$ cat src/rtl/dmem_arbiter_pkg.sv
// dmem_arbiter_pkg: shared constants and FSM state type for the data-memory arbiter
package dmem_arbiter_pkg;
   localparam int DATA_W   = 32;
   localparam int ADDR_W   = 32;
   localparam int DEPTH    = 2048;
   localparam int BYTE_LIM = DEPTH * 4;

   typedef enum logic [1:0] {
      IDLE,
      ACCESS,
      DONE
   } state_e;
endpackage

$ cat src/rtl/dmem_arbiter_rr_pick2.sv
// rr_pick2: two-way round-robin selector; on a tie the port that was not served last wins
module rr_pick2 (
   input  logic req0,
   input  logic req1,
   input  logic last,
   output logic valid,
   output logic winner
);
   assign valid  = req0 | req1;
   assign winner = (req0 & req1) ? ~last : req1;
endmodule

$ cat src/rtl/dmem_arbiter.sv
// dmem_arbiter: round-robin sharing of one single-port data memory between the LSU (port 0) and the loader (port 1)
module dmem_arbiter #(
   parameter int DATA_W = dmem_arbiter_pkg::DATA_W,
   parameter int ADDR_W = dmem_arbiter_pkg::ADDR_W,
   parameter int DEPTH  = dmem_arbiter_pkg::DEPTH
) (
   input  logic              clk,
   input  logic              reset,
   input  logic              req0,
   input  logic              req1,
   input  logic              we0,
   input  logic              we1,
   input  logic [ADDR_W-1:0] addr0,
   input  logic [ADDR_W-1:0] addr1,
   input  logic [DATA_W-1:0] wd0,
   input  logic [DATA_W-1:0] wd1,
   output logic              ack0,
   output logic              ack1,
   output logic [DATA_W-1:0] rd0,
   output logic [DATA_W-1:0] rd1,
   output logic              err0,
   output logic              err1,
   output logic [ADDR_W-1:0] mem_a,
   output logic              mem_we,
   output logic [DATA_W-1:0] mem_wd,
   input  logic [DATA_W-1:0] mem_rd
);
   import dmem_arbiter_pkg::*;

   localparam logic [ADDR_W-1:0] LIM = ADDR_W'(DEPTH * 4);

   state_e            state_q, state_d;
   logic              last_q, last_d, port_q, port_d, we_q, we_d, err_q, err_d;
   logic              ack0_q, ack0_d, ack1_q, ack1_d, err0_q, err0_d, err1_q, err1_d;
   logic [ADDR_W-1:0] addr_q, addr_d, sel_addr;
   logic [DATA_W-1:0] wd_q, wd_d, rd0_q, rd0_d, rd1_q, rd1_d;
   logic              pick_valid, pick_win;

   rr_pick2 u_pick (
      .req0   (req0),
      .req1   (req1),
      .last   (last_q),
      .valid  (pick_valid),
      .winner (pick_win)
   );

   assign sel_addr = pick_win ? addr1 : addr0;

   always_comb begin
      state_d = state_q;
      last_d  = last_q;
      port_d  = port_q;
      we_d    = we_q;
      err_d   = err_q;
      addr_d  = addr_q;
      wd_d    = wd_q;
      ack0_d  = 1'b0;
      ack1_d  = 1'b0;
      err0_d  = err0_q;
      err1_d  = err1_q;
      rd0_d   = rd0_q;
      rd1_d   = rd1_q;
      case (state_q)
         IDLE: if (pick_valid) begin
            state_d = ACCESS;
            port_d  = pick_win;
            we_d    = pick_win ? we1 : we0;
            addr_d  = sel_addr;
            wd_d    = pick_win ? wd1 : wd0;
            err_d   = (sel_addr[1:0] != 2'b00) || (sel_addr >= LIM);
         end
         ACCESS: begin
            state_d = DONE;
            last_d  = port_q;
            if (port_q) begin
               ack1_d = 1'b1;
               err1_d = err_q;
               rd1_d  = err_q ? '0 : mem_rd;
            end else begin
               ack0_d = 1'b1;
               err0_d = err_q;
               rd0_d  = err_q ? '0 : mem_rd;
            end
         end
         default: state_d = IDLE;
      endcase
   end

   always_ff @(posedge clk) begin
      if (reset) begin
         state_q <= IDLE;
         last_q  <= 1'b1;
         port_q  <= 1'b0;
         we_q    <= 1'b0;
         err_q   <= 1'b0;
         addr_q  <= '0;
         wd_q    <= '0;
         ack0_q  <= 1'b0;
         ack1_q  <= 1'b0;
         err0_q  <= 1'b0;
         err1_q  <= 1'b0;
         rd0_q   <= '0;
         rd1_q   <= '0;
      end else begin
         state_q <= state_d;
         last_q  <= last_d;
         port_q  <= port_d;
         we_q    <= we_d;
         err_q   <= err_d;
         addr_q  <= addr_d;
         wd_q    <= wd_d;
         ack0_q  <= ack0_d;
         ack1_q  <= ack1_d;
         err0_q  <= err0_d;
         err1_q  <= err1_d;
         rd0_q   <= rd0_d;
         rd1_q   <= rd1_d;
      end
   end

   // reset gates the strobe combinationally so an abandoned access never writes
   assign mem_we = (state_q == ACCESS) & we_q & ~err_q & ~reset;
   assign mem_a  = addr_q;
   assign mem_wd = wd_q;
   assign ack0   = ack0_q;
   assign ack1   = ack1_q;
   assign err0   = err0_q;
   assign err1   = err1_q;
   assign rd0    = rd0_q;
   assign rd1    = rd1_q;
endmodule

$ cat config.mk
export PLATFORM = sky130hd
export DESIGN_NAME = dmem_arbiter
export DESIGN_NICKNAME = d
export VERILOG_FILES = /design/src/rtl/dmem_arbiter_pkg.sv /design/src/rtl/dmem_arbiter_rr_pick2.sv /design/src/rtl/dmem_arbiter.sv
export SDC_FILE = /design/constraint.sdc
export NUM_CORES = 1
export LEC_CHECK = 0
export ABC_AREA = 1
export CORE_ASPECT_RATIO = 0.9
export CORE_MARGIN = 2
export CORE_UTILIZATION = 30
export CTS_BUF_LIST = sky130_fd_sc_hd__clkbuf_8 sky130_fd_sc_hd__clkbuf_16
export CTS_CLUSTER_SIZE = 20
export DETAILED_ROUTE_END_ITERATION = 16
export PLACE_DENSITY = 0.75
export REMOVE_ABC_BUFFERS = 1
export SETUP_SLACK_MARGIN = 0.05
export SLEW_MARGIN = 20
export SYNTH_ARGS = -nofsm -noshare
export SYNTH_HDL_FRONTEND = slang
export SYNTH_SLANG_ARGS = --single-unit
$ cat constraint.sdc
create_clock -name clk -period 1.6 [get_ports clk]
set_input_delay 0.16 -clock clk [delete_from_list [all_inputs] [get_ports clk]]
set_output_delay 0.16 -clock clk [all_outputs]
set_load 0.01 [all_outputs]
# Word level (Yosys, flattened, before mapping)
# Cells that the tools add are included.
op_classes:
  add_sub_neg: 0
  n_mul: 0
  div: 0
  magnitude_cmp: 1
  eq_ne: 2
  shifts: 0
  mux: 9
  n_bitwise: 10
  n_reduce_logical: 7
ops:
  columns: ["operator", "count"]
  rows:
  - ["32-bit two-way mux", 3]
  - ["32-bit by 14-bit >= comparator with 1-bit output, second input constant", 1]
  - ["2-bit AND reduction", 3]
  - ["1-bit NOT", 5]
  - ["1-bit AND", 4]
  - ["1-bit two-way mux", 4]
  - ["2-bit case mux with 2 select lines", 1]
  - ["2-bit by 1-bit == test with 1-bit output, second input constant", 1]
  - ["2-bit zero test", 1]
  - ["2-bit two-way mux", 1]
  - ["2-bit inequality test, second input constant", 1]
  - ["2-bit nonzero test", 1]
  - ["2-bit OR reduction", 1]
  - ["1-bit logical OR", 1]
  - ["1-bit bitwise OR", 1]
totals:
  ff_bits: 138
  latch_bits: 0
  ramBits: 0
  mem_bits_ro: 0
  input_bits: 166
  output_inout_bits: 133
  elab_cells: 42
  mem_count: 0

# Logic depth before layout (Yosys ltp)
# Gate-level depths: netlist of run 1.
logic_depth:
  ltp_word: 5
  ltp_mapped: 11
  ltp_nobuf: 10

# By module
# A second synthesis of run 1 with hierarchy kept.
unflattened:
  cells_unflattened: 726
  hier_area_um2: 5416.4
by_module_without_submodules:
  columns: ["mod", "instances", "cells_each", "area_each_um2", "seq_area_each_um2"]
  rows:
  - ["dmem_arbiter", 1, 723, 5401.4, 2762.6]
  - ["rr_pick2", 1, 3, 15.0, 0.0]

# Least setup slack after synthesis of run 1
# No wires, ideal clock.
synth_timing:
  kind: "reg2reg"
  startpoint: "reg last_q"
  endpoint: "reg err_q"
  setup_ps: 117
  arrival_ps: 1108
  required_time_ps: 1483
  slack_ps: 375
  path_stages_with_launch: 11
  n_path_buf: 1
  period_less_slack_ps: 1225
  path_cell_list: "dfxtp_1 -> nand2_4 -> nand2_8 -> buf_12 -> nand2_1 -> o21ai_2 -> nand2_1 -> nor2_1 -> nand3_1 -> nor2_1 -> nor2_1"
synth_via:
  elab_chain_cells: 5
  word_cells_on_any_way: 6
  classes_between: "order compare (1); mux (2); bitwise (1); reduce/logical (2)"
synth_rtl:
  columns: ["element", "line_no", "source"]
  rows:
  - ["start: declaration", "dmem_arbiter.sv:33", "logic last_q, last_d, port_q, port_d, we_q, we_d, err_q, err_d;"]
  - ["start signal: assignment", "dmem_arbiter.sv:106", "last_q <= last_d;"]
  - ["1-bit NOT *", "dmem_arbiter_rr_pick2.sv:10", "assign winner = (req0 & req1) ? ~last : req1;"]
  - ["1-bit two-way mux *", "dmem_arbiter_rr_pick2.sv:10", null]
  - ["32-bit two-way mux *", "dmem_arbiter.sv:47", "assign sel_addr = pick_win ? addr1 : addr0;"]
  - ["32-bit by 14-bit >= comparator with 1-bit output / 2-bit nonzero test (equally long branches)", "dmem_arbiter.sv:70", "err_d = (sel_addr[1:0] != 2'b00) || (sel_addr >= LIM);"]
  - ["1-bit logical OR *", "dmem_arbiter.sv:70", null]
  - ["end signal: assignment", "dmem_arbiter.sv:109", "err_q <= err_d;"]
  - ["end: declaration", "dmem_arbiter.sv:33", null]
# Every way passes the cells marked *; elsewhere a longest branch is shown, timed or not.
# A chain may end at the register's enable or synchronous reset.

# Worst setup path in the final report of run 1
layout_timing:
  startpoint: "reg rd0_q[28] (netlist: rd0[28])"
  endpoint: "out rd0[28]"
layout_rtl:
  columns: ["element", "line_no", "source"]
  rows:
  - ["start: declaration", "dmem_arbiter.sv:36", "logic [DATA_W-1:0] wd_q, wd_d, rd0_q, rd0_d, rd1_q, rd1_d;"]
  - ["start signal: assignment", "dmem_arbiter.sv:116", "rd0_q <= rd0_d;"]
  - ["end: declaration", "dmem_arbiter.sv:19", "output logic [DATA_W-1:0] rd0,"]
# No word-level cell between the ends.

==> Flow_metrics.wiki, run 1 <==
{| class="wikitable"
! Metric !! Value
|-
| Clock insertion delay at the later pin of the skew report || 0.41 ns
|-
| Max-cap violations || 0
|-
| Height of the die || 131 um
|-
| CTS tree || yes
|-
| # hold bufs at CTS || 0
|-
| Critical Path Fanout Max || 2
|-
| Final Routed Wirelength || 19100 um
|-
| Leakage power figure || ~0.0038 uW
|-
| Worst path max stage delay || 0.56 ns
|-
| Effective utilization at floorplan || 30.7%
|-
| Type of destination of the critical path || output port
|-
| Total power after layout || between 10000 and 15000 uW
|-
| Global-route wire length before repair || approximately 30000 um
|-
| Antenna violations before repair || 0
|-
| Worst relative slew slack || between 70% and 80%
|-
| Kind of start point of the critical path || register
|-
| Pin count of the biggest net entering global routing || between 80 and 90
|-
| Final antenna diode count || 0
|-
| Master of the slowest instance on the critical path || clkdlybuf4s50_1
|-
| Count of cell types in the netlist || 25
|-
| Count of TritonRoute iterations in the first routing pass || 5
|-
| HPWL Detailed || roughly 14000 um
|-
| Warning count from the yosys run || 0
|-
| Tcrit/Tclk final || approximately 94%
|-
| Area inside the core boundary || around 18000 um2
|-
| Routability congestion estimate || between 0.8 and 0.9
|-
| Syn Area/Cell || 7.74 um2
|-
| Launching element of the worst setup path || rd0[28]$_SDFFE_PP0P_
|-
| Ranking of synthesized cells by instance count || nand2_1, dfxtp_1, o21ai_0
|-
| Final-report hold violation count || 0
|-
| Clock buffers created by TritonCTS || 17
|-
| Worst Clk Skew || between 0.007 and 0.008 ns
|-
| Crit path cell chain || clkdlybuf4s50_1
|-
| Crit path arrival time || roughly 1.3 ns
|-
| Antenna-violating nets left || 0
|-
| Remaining routing DRC violations || 0
|-
| Library cell with the highest instance count after synthesis || nand2_1
|-
| Via total after detailed routing || between 5000 and 6000
|-
| Total routing usage reported by global routing || ~20%
|-
| H-Tree Depth || 4
|-
| Seq cells post-synth || 138
|-
| Final Slew Violations || 0
|-
| Setup Viol. Count Final || 0
|-
| Remaining global-route overflow || 0
|-
| Clock input transition at the sequential cells of the worst setup and hold paths || around 0.07 ns
|-
| Number of flops mapped to enable cells by yosys || 0
|-
| Unrepaired setup endpoints after global routing || true
|-
| Most instantiated flip-flop cell in the synthesis netlist || dfxtp_1
|-
| Worst hold path class || input port to register
|-
| Worst Tran Pin Value || 0.344 ns
|-
| Layout net count || 1181
|-
| # clock sinks || 138
|-
| Capturing point of the worst reg2reg path || err_q$_SDFFE_PP0P_
|-
| Top Usage Layer GRT || met2
|-
| Horizontal die dimension || 145 um
|-
| Global Route met1 Usage || 23.1%
|-
| I/O pin cnt || ~300
|-
| Sequential area share after synthesis || between 50% and 60%
|-
| Post-synth top area share || roughly 51%
|-
| Source of the worst register-to-register timing path || last_q$_SDFFE_PP1N_
|-
| Wire per inst || approximately 15 um
|-
| Async set or reset register ratio after synthesis || 0%
|-
| Worst hold start || addr1[3]
|-
| Power density of the placed cells || 1050 nW/um2
|-
| Depth of the critical timing path with buffers and inverters included || 1
|-
| Layout overhead on the synthesized area || 77.2%
|-
| Reg2reg setup slack || about 0.20 ns
|-
| Largest vdd supply drop || 712 uV
|-
| Largest cells by area after synthesis || dfxtp_1, nand2_1, o21ai_0
|-
| Clock root buffer || clkbuf_16
|-
| Number of core rows || 46
|-
| CP delay by family, top || buffers and inverters
|-
| Crit path kind || register to output port
|-
| Most area-hungry cell type in the Yosys netlist || dfxtp_1
|-
| Count of buffering cells on the critical path with inverters included || 1
|-
| GRT met3 Usage || under 10%
|-
| Vias in the first global route || ~5800
|-
| Count of mapped cells out of synthesis || ~700
|-
| Floorplan die area || approximately 19000 um2
|-
| Netlist area before placement || 5400 um2
|-
| Tightest hold margin || 0.318 ns
|-
| Count of routing violations after the opening detailed-route iteration || 240
|-
| Post-detailed-route via-to-cell ratio || 4.71
|-
| Worst Reg-to-Reg Cells || 10
|-
| Required time of the worst setup path || roughly 1.4 ns
|-
| Endpoint of the most critical setup path || rd0[28]
|-
| Total of buffers placed on input and output ports || approximately 300
|-
| Timing-limited maximum frequency || roughly 0.67 GHz
|-
| Outcome || finished, final reports clean
|-
| Clock period minus worst slack || roughly 1.5 ns
|-
| Max clock buf depth || 2
|-
| Grt met2 use || approximately 33%
|-
| Share of layout cells above drive strength 1 || just over 10%
|}
==> state kept, by name (all words and copies together) (netlist names), 2 cells and up <==
register and cells:
mem_wd 32, state_q 2, rd1 32, mem_a 32, rd0 32
==> worst min path at each step <==
stage          depth (start not counted)  slack, ns                 endpoint
6_report                               3       0.32    mem_a[3]$_SDFFE_PP0P_
5_1_grt                                3       0.31  mem_wd[29]$_SDFFE_PP0P_
4_1_cts                                3       0.30    mem_a[3]$_SDFFE_PP0P_
3_5_place_dp                           2       0.44     rd1[25]$_SDFFE_PP0P_
3_3_place_gp                           2       0.44      rd1[5]$_SDFFE_PP0P_
2_1_floorplan                          1       0.23          ack0$_SDFF_PP0_
==> power breakdown <==
| part | switching (uW) | internal (uW) | leakage (uW) |
|---|---|---|---|
| clock | 1620 | 2430 | 0.000294 |
| combinational | 968 | 1180 | 0.00238 |
| sequential | 143 | 3720 | 0.00113 |
| total | 2730 | 7320 | 0.00380 |
==> metrics by stage <==
stage	instance area (um2)	utilization, %	cells	TNS [ns]	setup WS, ns
2_1_floorplan	5130	-	645	-29.57	-0.335
3_3_place_gp	8930	50.7	1234	-3.91	-0.138
3_5_place_dp	8930	50.7	1234	-5.53	-0.157
4_1_cts	9540	54.2	1266	0	0.0532
5_1_grt	9580	54.4	1268	0	0.00108
6_report	9580	54.4	1268	0	0.102
==> cell families (layout without fill, tap and decap cells) <==
family / after synthesis / in the layout / synth area share, %
buffers and inverters: 76 / 405 / 6.67
AND/OR/NAND/NOR: 269 / 270 / 20.7
AO/OA/AOI/OAI: 215 / 215 / 21.5
flip-flops: 138 / 138 / 51.1
==> cell type report <==
cell class	count	area (um2)
fill	1608	8040
timing repair buffer	350	3510
sequential	138	2770
multi-input combinational	485	2300
clock buffer	19	453
tap	240	300
clock inverter	13	156
inverter	23	90.1
==> metal layers <==
| metal | wire (um) | vias to the layer above |
|---|---|---|
| li1 | - | 2990 |
| met2 | 8920 | 248 |
| met4 | 267 | 0 |
| met1 | 7970 | 2721 |
| met3 | 1950 | 19 |
| met5 | 0 | - |
==> timing repair <==
action,4_1_cts,5_1_grt
pin swaps,0,2
setup endpoints to repair,1,7
buffers inserted,0,1
cloned,0,1
resized for setup,5,7
==> layout by cell type, fill, tap and decap left out, types with 3 or more instances in the layout <==
master,count
nor2_1,26
inv_1,15
nand3b_1,7
buf_4,40
nand2_1,202
a21oi_1,29
clkbuf_16,17
a31oi_1,52
o21ai_2,5
inv_2,3
clkinv_1,3
inv_6,6
o21ai_0,117
nand3_1,28
dfxtp_1,136
o21ai_1,12
clkdlybuf4s50_1,296
buf_12,11
(Power assumes the default switching activity.)
==> run 2, diff against run 1 <==
--- a/config.mk
+++ b/config.mk
@@ -10,12 +10,13 @@
 export CORE_MARGIN = 2
 export CORE_UTILIZATION = 30
 export CTS_BUF_LIST = sky130_fd_sc_hd__clkbuf_8 sky130_fd_sc_hd__clkbuf_16
+export CTS_CLUSTER_DIAMETER = 50
 export CTS_CLUSTER_SIZE = 20
 export DETAILED_ROUTE_END_ITERATION = 16
 export PLACE_DENSITY = 0.75
 export REMOVE_ABC_BUFFERS = 1
 export SETUP_SLACK_MARGIN = 0.05
-export SLEW_MARGIN = 20
+export SLEW_MARGIN = 40
 export SYNTH_ARGS = -nofsm -noshare
 export SYNTH_HDL_FRONTEND = slang
 export SYNTH_SLANG_ARGS = --single-unit
==> results of run 2 <==
Final layout, timing and power as in run 1 (identical DEF).
